**src/rtl/tsense_reader.sv**
```systemverilog
// tsense_reader: captures SAR bias results {ib, ibf} into a FIFO and streams them out as UART-style frames.
// Define TSENSE_READER_PARITY_EN to insert an even-parity bit between the data bits and the stop bit.
module tsense_reader #(
  parameter int CLKS_PER_BIT = 10,
  parameter int FIFO_DEPTH   = 4
) (
  input  logic                          clk,
  input  logic                          reset_n,
  input  logic                          valid,
  input  logic [7:0]                    ib,
  input  logic [7:0]                    ibf,
  input  logic                          ovf_clr,
  output logic                          tx,
  output logic                          tx_busy,
  output logic [$clog2(FIFO_DEPTH):0]   fifo_level,
  output logic                          ovf
);

  localparam int AW = $clog2(FIFO_DEPTH);
  localparam int LW = AW + 1;
  localparam logic [7:0]    BIT_RELOAD = 8'(CLKS_PER_BIT - 1);
  localparam logic [LW-1:0] FULL_LEVEL = LW'(FIFO_DEPTH);

`ifdef TSENSE_READER_PARITY_EN
  typedef enum logic [2:0] {
    ST_IDLE   = 3'd0,
    ST_START  = 3'd1,
    ST_DATA   = 3'd2,
    ST_PARITY = 3'd3,
    ST_STOP   = 3'd4
  } state_t;

  function automatic logic even_parity(input logic [15:0] word);
    even_parity = ^word;
  endfunction
`else
  typedef enum logic [2:0] {
    ST_IDLE  = 3'd0,
    ST_START = 3'd1,
    ST_DATA  = 3'd2,
    ST_STOP  = 3'd4
  } state_t;
`endif

  logic               valid_r;
  logic               armed_r;
  logic [15:0]        mem_r [FIFO_DEPTH];
  logic [AW-1:0]      wr_ptr_r;
  logic [AW-1:0]      rd_ptr_r;
  logic [LW-1:0]      level_r;
  logic               ovf_r;
  state_t             state_r;
  logic [7:0]         bit_cnt_r;
  logic [3:0]         bit_idx_r;
  logic [15:0]        shift_r;
  logic               tx_r;
  logic               busy_r;
`ifdef TSENSE_READER_PARITY_EN
  logic               parity_r;
`endif

  logic               capture_s;
  logic               full_s;
  logic               pop_s;
  logic               push_s;
  logic               drop_s;
  logic [15:0]        head_s;

  // FIFO handshake decode: edge-detected capture, pop on IDLE exit, drop only when full without a pop
  always_comb begin
    capture_s = valid & ~valid_r & armed_r;
    full_s    = (level_r == FULL_LEVEL);
    pop_s     = (state_r == ST_IDLE) && (level_r != {LW{1'b0}});
    push_s    = capture_s && (!full_s || pop_s);
    drop_s    = capture_s && full_s && !pop_s;
    head_s    = mem_r[rd_ptr_r];
  end

  // valid edge detector; armed_r blocks capture until valid has been seen low after reset
  always_ff @(posedge clk or negedge reset_n) begin
    if (!reset_n) begin
      valid_r <= 1'b0;
      armed_r <= 1'b0;
    end else begin
      valid_r <= valid;
      armed_r <= armed_r | ~valid;
    end
  end

  // FIFO storage array
  always_ff @(posedge clk) begin
    if (push_s) begin
      mem_r[wr_ptr_r] <= {ib, ibf};
    end
  end

  // FIFO pointers, occupancy and sticky overflow
  always_ff @(posedge clk or negedge reset_n) begin
    if (!reset_n) begin
      wr_ptr_r <= {AW{1'b0}};
      rd_ptr_r <= {AW{1'b0}};
      level_r  <= {LW{1'b0}};
      ovf_r    <= 1'b0;
    end else begin
      if (push_s) begin
        wr_ptr_r <= wr_ptr_r + AW'(1'b1);
      end
      if (pop_s) begin
        rd_ptr_r <= rd_ptr_r + AW'(1'b1);
      end
      case ({push_s, pop_s})
        2'b10:   level_r <= level_r + LW'(1'b1);
        2'b01:   level_r <= level_r - LW'(1'b1);
        default: level_r <= level_r;
      endcase
      // an overflow in the same cycle as a clear keeps the flag set
      if (drop_s) begin
        ovf_r <= 1'b1;
      end else if (ovf_clr) begin
        ovf_r <= 1'b0;
      end else begin
        ovf_r <= ovf_r;
      end
    end
  end

  // Transmitter FSM; every bit period is a down-count from BIT_RELOAD to zero
  always_ff @(posedge clk or negedge reset_n) begin
    if (!reset_n) begin
      state_r   <= ST_IDLE;
      bit_cnt_r <= 8'd0;
      bit_idx_r <= 4'd0;
      shift_r   <= 16'd0;
      tx_r      <= 1'b1;
      busy_r    <= 1'b0;
`ifdef TSENSE_READER_PARITY_EN
      parity_r  <= 1'b0;
`endif
    end else begin
      case (state_r)
        ST_IDLE: begin
          if (pop_s) begin
            shift_r   <= head_s;
`ifdef TSENSE_READER_PARITY_EN
            parity_r  <= even_parity(head_s);
`endif
            state_r   <= ST_START;
            tx_r      <= 1'b0;
            busy_r    <= 1'b1;
            bit_cnt_r <= BIT_RELOAD;
          end
        end
        ST_START: begin
          if (bit_cnt_r == 8'd0) begin
            state_r   <= ST_DATA;
            tx_r      <= shift_r[0];
            shift_r   <= {1'b0, shift_r[15:1]};
            bit_idx_r <= 4'd0;
            bit_cnt_r <= BIT_RELOAD;
          end else begin
            bit_cnt_r <= bit_cnt_r - 8'd1;
          end
        end
        ST_DATA: begin
          if (bit_cnt_r == 8'd0) begin
            bit_cnt_r <= BIT_RELOAD;
            if (bit_idx_r == 4'd15) begin
`ifdef TSENSE_READER_PARITY_EN
              state_r <= ST_PARITY;
              tx_r    <= parity_r;
`else
              state_r <= ST_STOP;
              tx_r    <= 1'b1;
`endif
            end else begin
              bit_idx_r <= bit_idx_r + 4'd1;
              tx_r      <= shift_r[0];
              shift_r   <= {1'b0, shift_r[15:1]};
            end
          end else begin
            bit_cnt_r <= bit_cnt_r - 8'd1;
          end
        end
`ifdef TSENSE_READER_PARITY_EN
        ST_PARITY: begin
          if (bit_cnt_r == 8'd0) begin
            state_r   <= ST_STOP;
            tx_r      <= 1'b1;
            bit_cnt_r <= BIT_RELOAD;
          end else begin
            bit_cnt_r <= bit_cnt_r - 8'd1;
          end
        end
`endif
        ST_STOP: begin
          // returning to IDLE guarantees at least one idle cycle before the next START
          if (bit_cnt_r == 8'd0) begin
            state_r <= ST_IDLE;
            tx_r    <= 1'b1;
            busy_r  <= 1'b0;
          end else begin
            bit_cnt_r <= bit_cnt_r - 8'd1;
          end
        end
        default: begin
          state_r   <= ST_IDLE;
          tx_r      <= 1'b1;
          busy_r    <= 1'b0;
          bit_cnt_r <= 8'd0;
        end
      endcase
    end
  end

  assign tx         = tx_r;
  assign tx_busy    = busy_r;
  assign fifo_level = level_r;
  assign ovf        = ovf_r;

endmodule

```
**config.mk**
```make
export PLATFORM = sky130hd
export DESIGN_NAME = tsense_reader
export DESIGN_NICKNAME = d
export VERILOG_FILES = /design/src/rtl/tsense_reader.sv
export SDC_FILE = /design/constraint.sdc
export NUM_CORES = 1
export LEC_CHECK = 0
export ABC_AREA = 1
export CAP_MARGIN = 30
export CORE_MARGIN = 5
export CORE_UTILIZATION = 50
export DETAILED_ROUTE_END_ITERATION = 12
export GPL_TIMING_DRIVEN = 0
export PLACE_DENSITY = 0.76
export SYNTH_ARGS = -nofsm -noshare
export SYNTH_HDL_FRONTEND = slang
export SYNTH_SLANG_ARGS = --single-unit
```
**constraint.sdc**
```tcl
create_clock -name clk -period 4.5 [get_ports clk]
set_input_delay 0.675 -clock clk [delete_from_list [all_inputs] [get_ports clk]]
set_output_delay 0.675 -clock clk [all_outputs]
set_load 0.02 [all_outputs]
```
==> impl_metrics.env <==
export IMPL_die_h_um=109
export IMPL_clk_insertion_delay_late_ns=0.38
export IMPL_synthFlopType="edfxtp_1"
export IMPL_grt_max_degree=27
export IMPL_critPathMaxStageDelay_ns=0.78
export IMPL_clockBufferDepth=2
export IMPL_synth_area_leaders="edfxtp_1, dfrtp_1, nand2_1"
export IMPL_final_hold_viol_count=0
export IMPL_skew_ns=0.00755
export IMPL_synth_async_sr_flop_share_pct=40.2
export IMPL_fp_dieW_um=109
export IMPL_vias=3436
export IMPL_synth_ff_latch_count=107
export IMPL_io_buffers=25
export IMPL_syn_nets=522
export IMPL_cts_setup_buffers=0
export IMPL_worstPathRequired_ns=4.51
export IMPL_crit_chain="clkdlybuf4s50_1, inv_1, nor2_1, nand2_1, inv_1, nand2_1, nor2_2"
export IMPL_grt_usage_pct=18.0
export IMPL_r2r_start="state_r[1]$_DFFE_PN0P_"
export IMPL_gp_congestion=0.852
export IMPL_cts_hold_buf=0
export IMPL_drt_pass1_iter_count=5
export IMPL_postSynthCellCount=494
export IMPL_final_area_um2=5660
export IMPL_highest_layer="met4"
export IMPL_p_leak_nw=2.41
export IMPL_pwr_share_seq_pct=55.5
export IMPL_fillCellCount=824
export IMPL_totalWireLength_um=9820
export IMPL_intPower_mw=1.53
export IMPL_final_seq_area_um2=3000
export IMPL_wl_met2_um=5110
export IMPL_drc=0
export IMPL_cts_resized=0
export IMPL_path_class="in2reg"
export IMPL_slowest_stage="nor2_2"
export IMPL_period_needed_ns=2.44
export IMPL_yosysTopAreaCellShare_pct=38.9
export IMPL_area_growth_pct=14.5
export IMPL_switching_power_mw=0.575
export IMPL_finalMaxSlewViolations=0
export IMPL_drv_cap=0
export IMPL_antenna_found_initial=0
export IMPL_netlist_area_um2=4940
export IMPL_multi_input_area_um2=1680
export IMPL_gr_total_overflow=0
export IMPL_rrSetupSlack_ns=2.25
export IMPL_maxSlewHeadroom_pct=37.8
export IMPL_worstPathMaxFanout=16
export IMPL_path_buf_inv=3
export IMPL_drive_above_1_share_pct=17.3
export IMPL_htree_levels=3
export IMPL_cts_tree="yes"
export IMPL_worstSetupStartpointType="input port"
export IMPL_rsz0062_at_grt="no"
export IMPL_peakVddDrop_v=0.000272
export IMPL_r2r_end="mem_r[1][4]$_DFFE_PP_"
export IMPL_nets=562
export IMPL_yosysMostFrequentCell="nand2_1"
export IMPL_synth_edf_count=64
export IMPL_initial_utilization_pct=50.8
export IMPL_cellPowerDensity_nw_per_um2=371
export IMPL_wl_met1_um=4050
export IMPL_cts_buffers=9
export IMPL_hp_class="in2async"
export IMPL_first_global_vias=3472
export IMPL_clk_pin_slew_ns=0.11
export IMPL_syn_area_per_cell_um2=10.0
export IMPL_pwr_share_comb_pct=13.4
export IMPL_drt_iter0_markers=248
export IMPL_ant_nets=0
export IMPL_crit_family="simple AND/OR/NAND/NOR gates"
export IMPL_rows=36
export IMPL_wl_per_cell_um=14.6
export IMPL_final_util_pct=58.2
export IMPL_grt_pass1_wl_um=16500
export IMPL_max_freq_mhz=410
export IMPL_swShare_pct=27.3
export IMPL_synthTopCellsByCount="nand2_1, edfxtp_1, nand3_1"
export IMPL_finalCritPeriodShare_pct=54.2
export IMPL_io_pin_count=26
export IMPL_hpwl_um=6820
export IMPL_dieArea_um2=12000
export IMPL_arrival_ns=2.45
export IMPL_worstMarginPinSlew_ns=0.932
export IMPL_end_kind="flop"
export IMPL_fin_tns_setup_ns=0
export IMPL_yosys_warnings=0
export IMPL_clkPwrFrac_pct=31.1
export IMPL_clock_sinks=107
export IMPL_post_dp_cell_area_um2=5420
export IMPL_reg2reg_depth=5
export IMPL_setup_viol=0
export IMPL_ys_seq_area_share_pct=60.7
export IMPL_viasPerCell=5.11
export IMPL_cts_root_buf="clkbuf_8"
export IMPL_outcome="finished, final reports clean"
export IMPL_dr_wl_met3_um=426
export IMPL_yosysTopAreaCell="edfxtp_1"
export IMPL_fp_coreArea_um2=9730
export IMPL_yosysUniqueCellTypes=31
export IMPL_diodes=0
==> sequential cells by signal (all words and copies together) (netlist names), 2 cells and up <==
register and count:
shift_r 16, bit_idx_r 4, bit_cnt_r 8, wr_ptr_r 2, state_r 3, fifo_level 3, mem_r 64, rd_ptr_r 2
==> logic make-up after synthesis <==
kind of cell / after synthesis / share of synthesized area (%)
flops: 107 / 60.7
xor+xnor: 5 / 0.886
fa+ha+maj: 8 / 2.18
compound gates: 49 / 6.25
simple gates: 269 / 24.6
buf+inv: 56 / 5.47
==> how the worst max path moves through the flow <==
stage          startpoint                endpoint  slack (ns)  cells after the start
4_1_cts             valid   mem_r[2][4]$_DFFE_PP_        1.98                      7
3_5_place_dp        valid   mem_r[2][5]$_DFFE_PP_        1.57                      7
5_1_grt             valid  mem_r[1][14]$_DFFE_PP_        1.91                      7
6_report            valid   mem_r[1][4]$_DFFE_PP_        2.06                      7
2_1_floorplan       valid   mem_r[0][0]$_DFFE_PP_        2.34                      6
3_3_place_gp        valid   mem_r[0][5]$_DFFE_PP_        1.24                      7
==> cells in the final DEF, fill, tap and decap left out, types with 5 or more instances in the layout <==
master           instances
a21oi_1                  6
buf_2                   10
buf_6                    5
clkbuf_8                10
clkdlybuf4s50_1         24
dfrtp_1                 42
edfxtp_1                64
ha_1                     7
inv_1                   29
inv_2                    8
nand2_1                167
nand2_2                 10
nand3_1                 52
nand4_1                  5
nor2_1                  16
nor2_2                   9
o21ai_0                  8
o21ai_1                 17
o21ai_2                 16
xor2_1                   5
==> worst register-to-register path, stage by stage, from the launching register on <==
cell     delay (ns)
dfrtp_1        0.45
nor2_2         0.17
nand2_2        0.13
nand4_1        0.12
nand2_1        0.22
nor2_2         0.78
==> layout make-up <==
cell class | instances | share of cell area [%]
multi-input cells | 331 | 29.7
inverters | 40 | 2.78
clock inverters | 6 | 1.66
clock buffers | 10 | 2.43
plain buffers | 16 | 1.99
flip-flops and latches | 107 | 53.0
well taps | 133 | 2.94
repair buffers | 29 | 5.48
==> power by group through the flow <==
stage	clock, mW	combinational (mW)	sequential [mW]
after floorplan	0	0.141	1.20
after global placement	0	0.247	1.18
after detailed placement	0	0.283	1.19
after CTS	0.669	0.284	1.17
after global routing	0.704	0.308	1.17
final	0.654	0.283	1.17
==> metrics by stage <==
stage / hold slack (ns) / setup WS (ns) / power [mW] / std cells
floorplan: 0.379 / 2.34 / 1.34 / 494
global placement: 0.451 / 1.24 / 1.43 / 652
detailed placement: 0.458 / 1.57 / 1.47 / 655
CTS: 0.238 / 1.98 / 2.12 / 671
global route: 0.247 / 1.91 / 2.19 / 672
finish: 0.235 / 2.06 / 2.10 / 672
==> routing by layer <==
layer | track usage (%) | vias up
met5 | 0 | -
met4 | 6.77 | 0
met3 | 3.76 | 21
met2 | 31.9 | 76
met1 | 21.7 | 1629
li1 | - | 1710
Note: power is estimated with default switching activity, not from simulation.
